<file path="config.mk">
export PLATFORM = sky130hd
export DESIGN_NAME = sseg_display_arbiter_flat
export DESIGN_NICKNAME = d
export VERILOG_FILES = /design/src/rtl/sseg_display_arbiter_pkg.sv /design/src/rtl/sseg_display_arbiter_if.sv /design/src/rtl/sseg_display_arbiter_bin2bcd_seq.sv /design/src/rtl/sseg_display_arbiter.sv /design/src/flat_wrapper.sv
export SDC_FILE = /design/constraint.sdc
export NUM_CORES = 1
export LEC_CHECK = 0
export BUFFER_PORTS_ARGS = -buffer_cell sky130_fd_sc_hd__buf_2
export CAP_MARGIN = 10
export CORE_UTILIZATION = 35
export DETAILED_ROUTE_END_ITERATION = 6
export SYNTH_ARGS = -nofsm -noshare
export SYNTH_HDL_FRONTEND = slang
export SYNTH_SLANG_ARGS = --single-unit
</file>
<file path="constraint.sdc">
create_clock -name clock_in -period 2.6 [get_ports clock_in]
set_input_delay 0.26 -clock clock_in [delete_from_list [all_inputs] [get_ports clock_in]]
set_output_delay 0.26 -clock clock_in [all_outputs]
set_load 0.05 [all_outputs]
</file>
<file path="src/rtl/sseg_display_arbiter_pkg.sv">
// Shared types and constants for the seven-segment display arbiter.
package sseg_pkg;
   typedef enum logic [1:0] {IDLE, CONVERT, SHOW, DONE} state_t;
   localparam int BCD_W = 4;
   localparam int MAX_DISPLAY = 99;
   localparam logic [BCD_W-1:0] OVERFLOW_DIGIT = 4'hF;
endpackage

</file>
<file path="src/rtl/sseg_display_arbiter_if.sv">
// Requester/display bundle between the arbiter and its environment.
interface sseg_display_arbiter_if #(
   parameter int NUM_REQ = 4,
   parameter int VALUE_W = 7
);
   import sseg_pkg::*;
   localparam int ID_W = $clog2(NUM_REQ);

   logic [NUM_REQ-1:0]              req;
   logic [NUM_REQ-1:0][VALUE_W-1:0] value;
   logic [NUM_REQ-1:0]              ack;
   logic [ID_W-1:0]                 grant_id;
   logic                            busy;
   logic [BCD_W-1:0]                ones;
   logic [BCD_W-1:0]                tens;

   modport master (output req, value, input ack, grant_id, busy, ones, tens);
   modport slave  (input req, value, output ack, grant_id, busy, ones, tens);
endinterface

</file>
<file path="src/rtl/sseg_display_arbiter_bin2bcd_seq.sv">
// Iterative double-dabble: one bit per cycle, digits load atomically on the last step.
module bin2bcd_seq
   import sseg_pkg::*;
#(
   parameter int VALUE_W = 7
) (
   input  logic               clock_in,
   input  logic               reset,
   input  logic               start,
   input  logic [VALUE_W-1:0] bin,
   output logic               done,
   output logic [BCD_W-1:0]   ones,
   output logic [BCD_W-1:0]   tens
);
   localparam int CNT_W = $clog2(VALUE_W + 1);

   logic [VALUE_W-1:0] bin_q;
   logic [2*BCD_W-1:0] bcd_q, bcd_adj, bcd_nxt;
   logic [CNT_W-1:0]   cnt;
   logic               running, ovf_q;

   always_comb begin
      bcd_adj = bcd_q;
      for (int d = 0; d < 2; d++)
         if (bcd_q[d*BCD_W +: BCD_W] >= BCD_W'(5))
            bcd_adj[d*BCD_W +: BCD_W] = bcd_q[d*BCD_W +: BCD_W] + BCD_W'(3);
      bcd_nxt = {bcd_adj[2*BCD_W-2:0], bin_q[VALUE_W-1]};
      done    = running && (cnt == CNT_W'(VALUE_W - 1));
   end

   always_ff @(posedge clock_in) begin
      if (reset) begin
         bin_q   <= '0;
         bcd_q   <= '0;
         cnt     <= '0;
         running <= 1'b0;
         ovf_q   <= 1'b0;
         ones    <= '0;
         tens    <= '0;
      end else if (start) begin
         bin_q   <= bin;
         bcd_q   <= '0;
         cnt     <= '0;
         running <= 1'b1;
         // Overflow is judged on the value as granted, before it is shifted away.
         ovf_q   <= (bin > VALUE_W'(MAX_DISPLAY));
      end else if (running) begin
         bin_q <= bin_q << 1;
         bcd_q <= bcd_nxt;
         cnt   <= cnt + 1'b1;
         if (done) begin
            running <= 1'b0;
            ones    <= ovf_q ? OVERFLOW_DIGIT : bcd_nxt[BCD_W-1:0];
            tens    <= ovf_q ? OVERFLOW_DIGIT : bcd_nxt[2*BCD_W-1:BCD_W];
         end
      end
   end
endmodule

</file>
<file path="src/rtl/sseg_display_arbiter.sv">
// Round-robin owner of the 2-digit display: grant, convert to BCD, hold, acknowledge.
module sseg_display_arbiter
   import sseg_pkg::*;
#(
   parameter int NUM_REQ     = 4,
   parameter int HOLD_CYCLES = 50_000_000,
   parameter int VALUE_W     = 7
) (
   input logic                  clock_in,
   input logic                  reset,
   sseg_display_arbiter_if.slave bus
);
   localparam int ID_W = $clog2(NUM_REQ);
   localparam int HC_W = (HOLD_CYCLES > 1) ? $clog2(HOLD_CYCLES) : 1;

   state_t          state, state_nxt;
   logic [ID_W-1:0] ptr, pick, grant_q;
   logic [HC_W-1:0] hold_cnt;
   logic            found, start, conv_done, hold_end;
   int              idx;

   // First set request at or above the pointer, wrapping past NUM_REQ-1.
   always_comb begin
      pick  = '0;
      found = 1'b0;
      idx   = 0;
      for (int k = 0; k < NUM_REQ; k++) begin
         idx = int'(ptr) + k;
         if (idx >= NUM_REQ) idx = idx - NUM_REQ;
         if (!found && bus.req[idx[ID_W-1:0]]) begin
            found = 1'b1;
            pick  = idx[ID_W-1:0];
         end
      end
   end

   assign hold_end     = (hold_cnt == HC_W'(HOLD_CYCLES - 1));
   assign bus.grant_id = grant_q;

   always_comb begin
      state_nxt = state;
      start     = 1'b0;
      bus.ack   = '0;
      bus.busy  = (state != IDLE);
      case (state)
         IDLE:    if (found) begin
                     start     = 1'b1;
                     state_nxt = CONVERT;
                  end
         CONVERT: if (conv_done) state_nxt = SHOW;
         SHOW:    if (hold_end) state_nxt = DONE;
         DONE: begin
            bus.ack[grant_q] = 1'b1;
            state_nxt        = IDLE;
         end
         default: state_nxt = IDLE;
      endcase
   end

   always_ff @(posedge clock_in) begin
      if (reset) state <= IDLE;
      else       state <= state_nxt;
   end

   always_ff @(posedge clock_in) begin
      if (reset) begin
         ptr      <= '0;
         grant_q  <= '0;
         hold_cnt <= '0;
      end else begin
         if (start) grant_q <= pick;
         hold_cnt <= (state == SHOW) ? hold_cnt + 1'b1 : '0;
         if (state == DONE)
            ptr <= (grant_q == ID_W'(NUM_REQ - 1)) ? '0 : grant_q + 1'b1;
      end
   end

   bin2bcd_seq #(.VALUE_W(VALUE_W)) u_bcd (
      .clock_in (clock_in),
      .reset    (reset),
      .start    (start),
      .bin      (bus.value[pick]),
      .done     (conv_done),
      .ones     (bus.ones),
      .tens     (bus.tens)
   );
endmodule

</file>
<file path="src/flat_wrapper.sv">
// flat-port wrapper written by rule: the top's interface ports become plain ports
module sseg_display_arbiter_flat import sseg_pkg::*;
#(
   parameter int NUM_REQ     = 4,
   parameter int HOLD_CYCLES = 50_000_000,
   parameter int VALUE_W     = 7
)
  (clock_in, reset, bus_req, bus_value, bus_ack, bus_grant_id, bus_busy, bus_ones, bus_tens);
  sseg_display_arbiter_if #(.NUM_REQ(NUM_REQ), .VALUE_W(VALUE_W)) bus_i ();
  input logic clock_in;
  input logic reset;
  input wire logic [$bits(bus_i.req)-1:0] bus_req;
  input wire logic [$bits(bus_i.value)-1:0] bus_value;
  output wire logic [$bits(bus_i.ack)-1:0] bus_ack;
  output wire logic [$bits(bus_i.grant_id)-1:0] bus_grant_id;
  output wire logic [$bits(bus_i.busy)-1:0] bus_busy;
  output wire logic [$bits(bus_i.ones)-1:0] bus_ones;
  output wire logic [$bits(bus_i.tens)-1:0] bus_tens;
  assign bus_i.req = bus_req;
  assign bus_i.value = bus_value;
  assign bus_ack = bus_i.ack;
  assign bus_grant_id = bus_i.grant_id;
  assign bus_busy = bus_i.busy;
  assign bus_ones = bus_i.ones;
  assign bus_tens = bus_i.tens;
  sseg_display_arbiter #(.NUM_REQ(NUM_REQ), .HOLD_CYCLES(HOLD_CYCLES), .VALUE_W(VALUE_W)) u_core (.clock_in(clock_in), .reset(reset), .bus(bus_i));
endmodule
</file>
==> impl_summary.md <==
Global routing
The largest net degree at the start of global routing is 29. The via count of the first global-routing pass came to 2386. Global routing finished with a remaining overflow of 0. The first global-routing pass estimated 10200 um of wire. The number of antenna violations at the first check in global routing is 0. The overall fraction of global-route tracks in use is 14.5%.

Synthesis
The netlist uses 37 different library cells. The synthesized design spends more area on one cell type than any other, namely sky130_fd_sc_hd__dfxtp_1. Summing every instance area after synthesis gives 3040 um^2.

The dominant combinational cell family by area after synthesis is simple AND/OR/NAND/NOR gates. Averaged over all synthesized cells, the footprint is 8.82 um^2. Ranked by total cell area, the synthesized netlist is headed by sky130_fd_sc_hd__dfxtp_1 (39%), sky130_fd_sc_hd__mux2i_1 (9.2%), sky130_fd_sc_hd__nor2_1 (6.8%). Summing the areas of all compound-gate instances in the mapped netlist gives 10.0% of the synthesized area.

The share of the synthesized area in the top cell type is 39.5%. After technology mapping, the gate count stands at 345. The number of synthesized flops with an enable pin is 0. After synthesis the netlist holds a flip-flop and latch count of 60.

The part of the Yosys area used for sequential elements is 39.5%. The synthesis warning total is 0. The multiplexer fraction of the synthesized cell area is 11.1%.

Summing the areas of all xor and xnor instances in the mapped netlist gives 6.91% of the synthesized area. The top flip-flop cell by instance count after synthesis is sky130_fd_sc_hd__dfxtp_1. Summing the areas of all fa, ha and maj instances in the mapped netlist gives 6.58% of the synthesized area. After Yosys synthesis, and, or, nand and nor cells account for 22.0% of the synthesized area. The total nets after synthesis is 395. The fraction of registers with async set/reset is 0%.

Drt
The total wire length after detailed routing is 5920 um. The routed length per placed instance is 11.7 um. After the first detailed-routing iteration, the DRC count stood at 55. The per-cell via count in the routed design is 4.87. The number of search-and-repair iterations in the first detailed-routing pass is 4. The via count is 2464.

For this run, design rule violations remaining after detail routing come to 0. The number of nets still failing antenna checks after routing is 0.

Worst setup path
The worst endpoint data arrival time is 2.54 ns. STA classifies the critical path startpoint as a flop. The worst setup path category is flop to flop. On the critical path, the stage with the largest delay is an instance of sky130_fd_sc_hd__or4_1. The largest stage delay on the critical path is 0.49 ns. The worst path required time is 2.86 ns. The cell family contributing the most delay on the critical path is compound AO/OA/AOI/OAI gates. The maximum fanout along the worst path is 8.

Walking the worst path, the cells encountered are a21oi_2 > o21a_1 > o22ai_2 > mux2i_1 > mux2_2 > or4_1 > o32ai_2. The sum of buffers and inverters on the critical path is 0. The worst setup path is captured at a flop.

Finish
At the end of the flow, the number of nets in the layout was 446. The number of inserted filler cells in the final layout is 841. The post-route netlist has 20.0% of its cells at a drive strength greater than 1. The layout-stage area growth over the synthesis result is 17.6%.

The number of diodes is 0.

STA
The minimum setup slack in the final design is 0.319 ns. After layout, the minimum clock period comes to 2.28 ns. The worst-margin pin slew is 0.512 ns. The aggregate negative setup slack is 0 ns. In this run the tightest slew margin relative to its limit is 65.9%.

The number of hold violations in the final report was 0. Derived from the worst setup path, the maximum achievable clock frequency is 0.438 GHz. The share of the clock period used by the worst path is 87.7%. The maximum clock skew at final layout is 0.0108 ns. Setup repair after global routing left no endpoint under its margin. The number of pins exceeding their max-slew limit in the final report came to 0. Setup violations remaining at the end of the flow were counted as 0.

CTS
The number of clock sinks seen by CTS is 60. The clock reaches the later pin of the worst-skew pair after 0.35 ns. The number of buffers inserted during clock tree synthesis is 9. The H-tree generated during clock tree synthesis spans 3 levels. The clock-pin slew on the worst setup and hold paths is 0.07 ns. The clock passes through at most 2 buffers. The hold-fix buffer count after cts is 0. The clock tree root buffer cell is sky130_fd_sc_hd__clkbuf_8.

The number of setup buffers added after CTS is 0. The number of gates resized after CTS was 0. The CTS tree is yes.

Die
The total die area is 9070 um^2. The initial standard-cell utilization of the core is 36.7%. In this run the count of I/O pins placed on the die edge is 49.

The core area is 8300 um^2. Row generation in the floorplan step produced 33 rows. From bottom edge to top edge, the die measures 95.3 um. From left edge to right edge, the die measures 95.3 um.

Power
The static leakage power is 1.47 nW. IR analysis of the VDD net gives a maximum drop of 0.000338 V. Power spread over the standard cell area amounts to 713 nW/um^2.

Run status
The flow ran to the end, and the final reports show no timing, DRC or antenna violations.

Placement
The half-perimeter wire length after detailed placement is 4360 um. Routability-driven placement finished with a final weighted congestion of 0.734. Port buffering added 48 buffers. The worst setup timing slack at the placement stage is 0.340 ns.

Worst hold path
The path type of the worst min-delay path is input pin to flop.

Run
The tool flagged a number of max-cap violations equal to 0.
[state kept, by name, indices dropped and copies added, names as in the netlist]
| signal | cells |
|---|---|
| u_core.hold_cnt | 26 |
| u_core.u_bcd.bcd_q | 8 |
| u_core.u_bcd.bin_q | 7 |
| u_core.u_bcd.ones | 4 |
| u_core.u_bcd.tens | 4 |
| u_core.u_bcd.cnt | 3 |
| u_core.bus.grant_id | 2 |
| u_core.ptr | 2 |
| u_core.state | 2 |
| u_core.u_bcd.ovf_q | 1 |
| u_core.u_bcd.running | 1 |
[cell usage after synthesis (5+ instances only)]
cell type and n:
sky130_fd_sc_hd__and2_1 6, sky130_fd_sc_hd__a21oi_1 15, sky130_fd_sc_hd__mux2i_1 28, sky130_fd_sc_hd__clkbuf_1 13, sky130_fd_sc_hd__xnor2_1 10, sky130_fd_sc_hd__xor2_1 14
sky130_fd_sc_hd__ha_1 16, sky130_fd_sc_hd__nor2b_1 5, sky130_fd_sc_hd__nand4_1 5, sky130_fd_sc_hd__o21ai_0 6, sky130_fd_sc_hd__nand2_1 14, sky130_fd_sc_hd__nand2b_1 7
sky130_fd_sc_hd__nand3_1 12, sky130_fd_sc_hd__nor3_1 12, sky130_fd_sc_hd__mux2_2 5, sky130_fd_sc_hd__a211oi_1 15, sky130_fd_sc_hd__and3_1 6, sky130_fd_sc_hd__nor2_1 55
sky130_fd_sc_hd__inv_1 13, sky130_fd_sc_hd__dfxtp_1 60
[logic make-up (layout without fill, tap and decap cells)]
kind of cell,after synthesis,count (layout)
and+or+nand+nor,137,137
buffers and inverters,30,86
xor gates and xnor gates,24,24
adders and majority gates,16,16
DFF,60,60
muxes,33,33
AOI/OAI and AO/OA,45,45
[area by class of cell]
type	count	area, um^2	share of cell area (%)
multi-input cells	255	1730	48.2
clock inverters	6	40.0	1.12
repair buffers	56	300	8.39
clock buffers	10	128	3.57
inverters	14	52.6	1.47
well taps	105	131	3.67
flip-flops and latches	60	1200	33.6
[final timing paths]
path | from | endpoint | cells after the start | slack, ns
setup / recovery | u_core.ptr[1] | u_core.u_bcd.ovf_q | 7 | 0.32
hold / removal | reset | u_core.ptr[0] | 2 | 0.35
setup reg to reg | u_core.ptr[1] | u_core.u_bcd.ovf_q | 7 | 0.32
hold reg to reg | u_core.hold_cnt[0] | u_core.hold_cnt[0] | 1 | 0.46
[stage by stage]
| stage | util, % | hold slack, ns | cells | total power [mW] | area, um^2 |
|---|---|---|---|---|---|
| floorplan | - | 0.426 | 345 | 1.66 | 3040 |
| global placement | 41.1 | 0.440 | 490 | 1.84 | 3410 |
| detailed placement | 41.1 | 0.451 | 490 | 1.85 | 3410 |
| CTS | 43.1 | 0.332 | 506 | 2.59 | 3580 |
| global route | 43.1 | 0.386 | 506 | 2.72 | 3580 |
| finish | 43.1 | 0.353 | 506 | 2.55 | 3580 |
[layout by cell type, fill, tap and decap left out, types with 2 or more instances in the layout]
master,instances
sky130_fd_sc_hd__or4_1,2
sky130_fd_sc_hd__buf_2,48
sky130_fd_sc_hd__nand2b_1,7
sky130_fd_sc_hd__nor3_1,11
sky130_fd_sc_hd__nor2b_1,5
sky130_fd_sc_hd__nor3b_1,4
sky130_fd_sc_hd__clkbuf_8,9
sky130_fd_sc_hd__xor2_1,14
sky130_fd_sc_hd__nor4_1,2
sky130_fd_sc_hd__xnor2_1,10
sky130_fd_sc_hd__clkinv_2,3
sky130_fd_sc_hd__and4_1,2
sky130_fd_sc_hd__or3_1,4
sky130_fd_sc_hd__dfxtp_1,60
sky130_fd_sc_hd__inv_1,13
sky130_fd_sc_hd__nand3_1,12
sky130_fd_sc_hd__ha_1,16
sky130_fd_sc_hd__nand4_1,5
sky130_fd_sc_hd__nand2_1,14
sky130_fd_sc_hd__buf_4,8
sky130_fd_sc_hd__a21oi_1,15
sky130_fd_sc_hd__and3_1,6
sky130_fd_sc_hd__mux2i_1,28
sky130_fd_sc_hd__o21ai_0,6
sky130_fd_sc_hd__nor2_1,55
sky130_fd_sc_hd__a311oi_1,3
sky130_fd_sc_hd__and2_1,6
sky130_fd_sc_hd__mux2_2,5
sky130_fd_sc_hd__a211oi_1,15
[power breakdown]
part / switching (mW) / internal [mW]
Clock: 0.384 / 0.345
Sequential: 0.0678 / 1.01
Combinational: 0.447 / 0.299
[layer usage]
layer	up-vias	share of wire, %	global-route usage, %
li1	1292	-	-
met1	1116	47	16.1
met2	44	46	24.6
met3	12	5.6	5.58
met4	0	1.7	5.68
met5	-	0	0
[worst register-to-register path, cell delays in order, from the launching register on]
cell and delay (ns):
sky130_fd_sc_hd__dfxtp_1 0.46, sky130_fd_sc_hd__a21oi_2 0.08, sky130_fd_sc_hd__o21a_1 0.19, sky130_fd_sc_hd__o22ai_2 0.44
sky130_fd_sc_hd__mux2i_1 0.15, sky130_fd_sc_hd__mux2_2 0.29, sky130_fd_sc_hd__or4_1 0.49, sky130_fd_sc_hd__o32ai_2 0.10
Note: power is estimated with default switching activity, not from simulation.
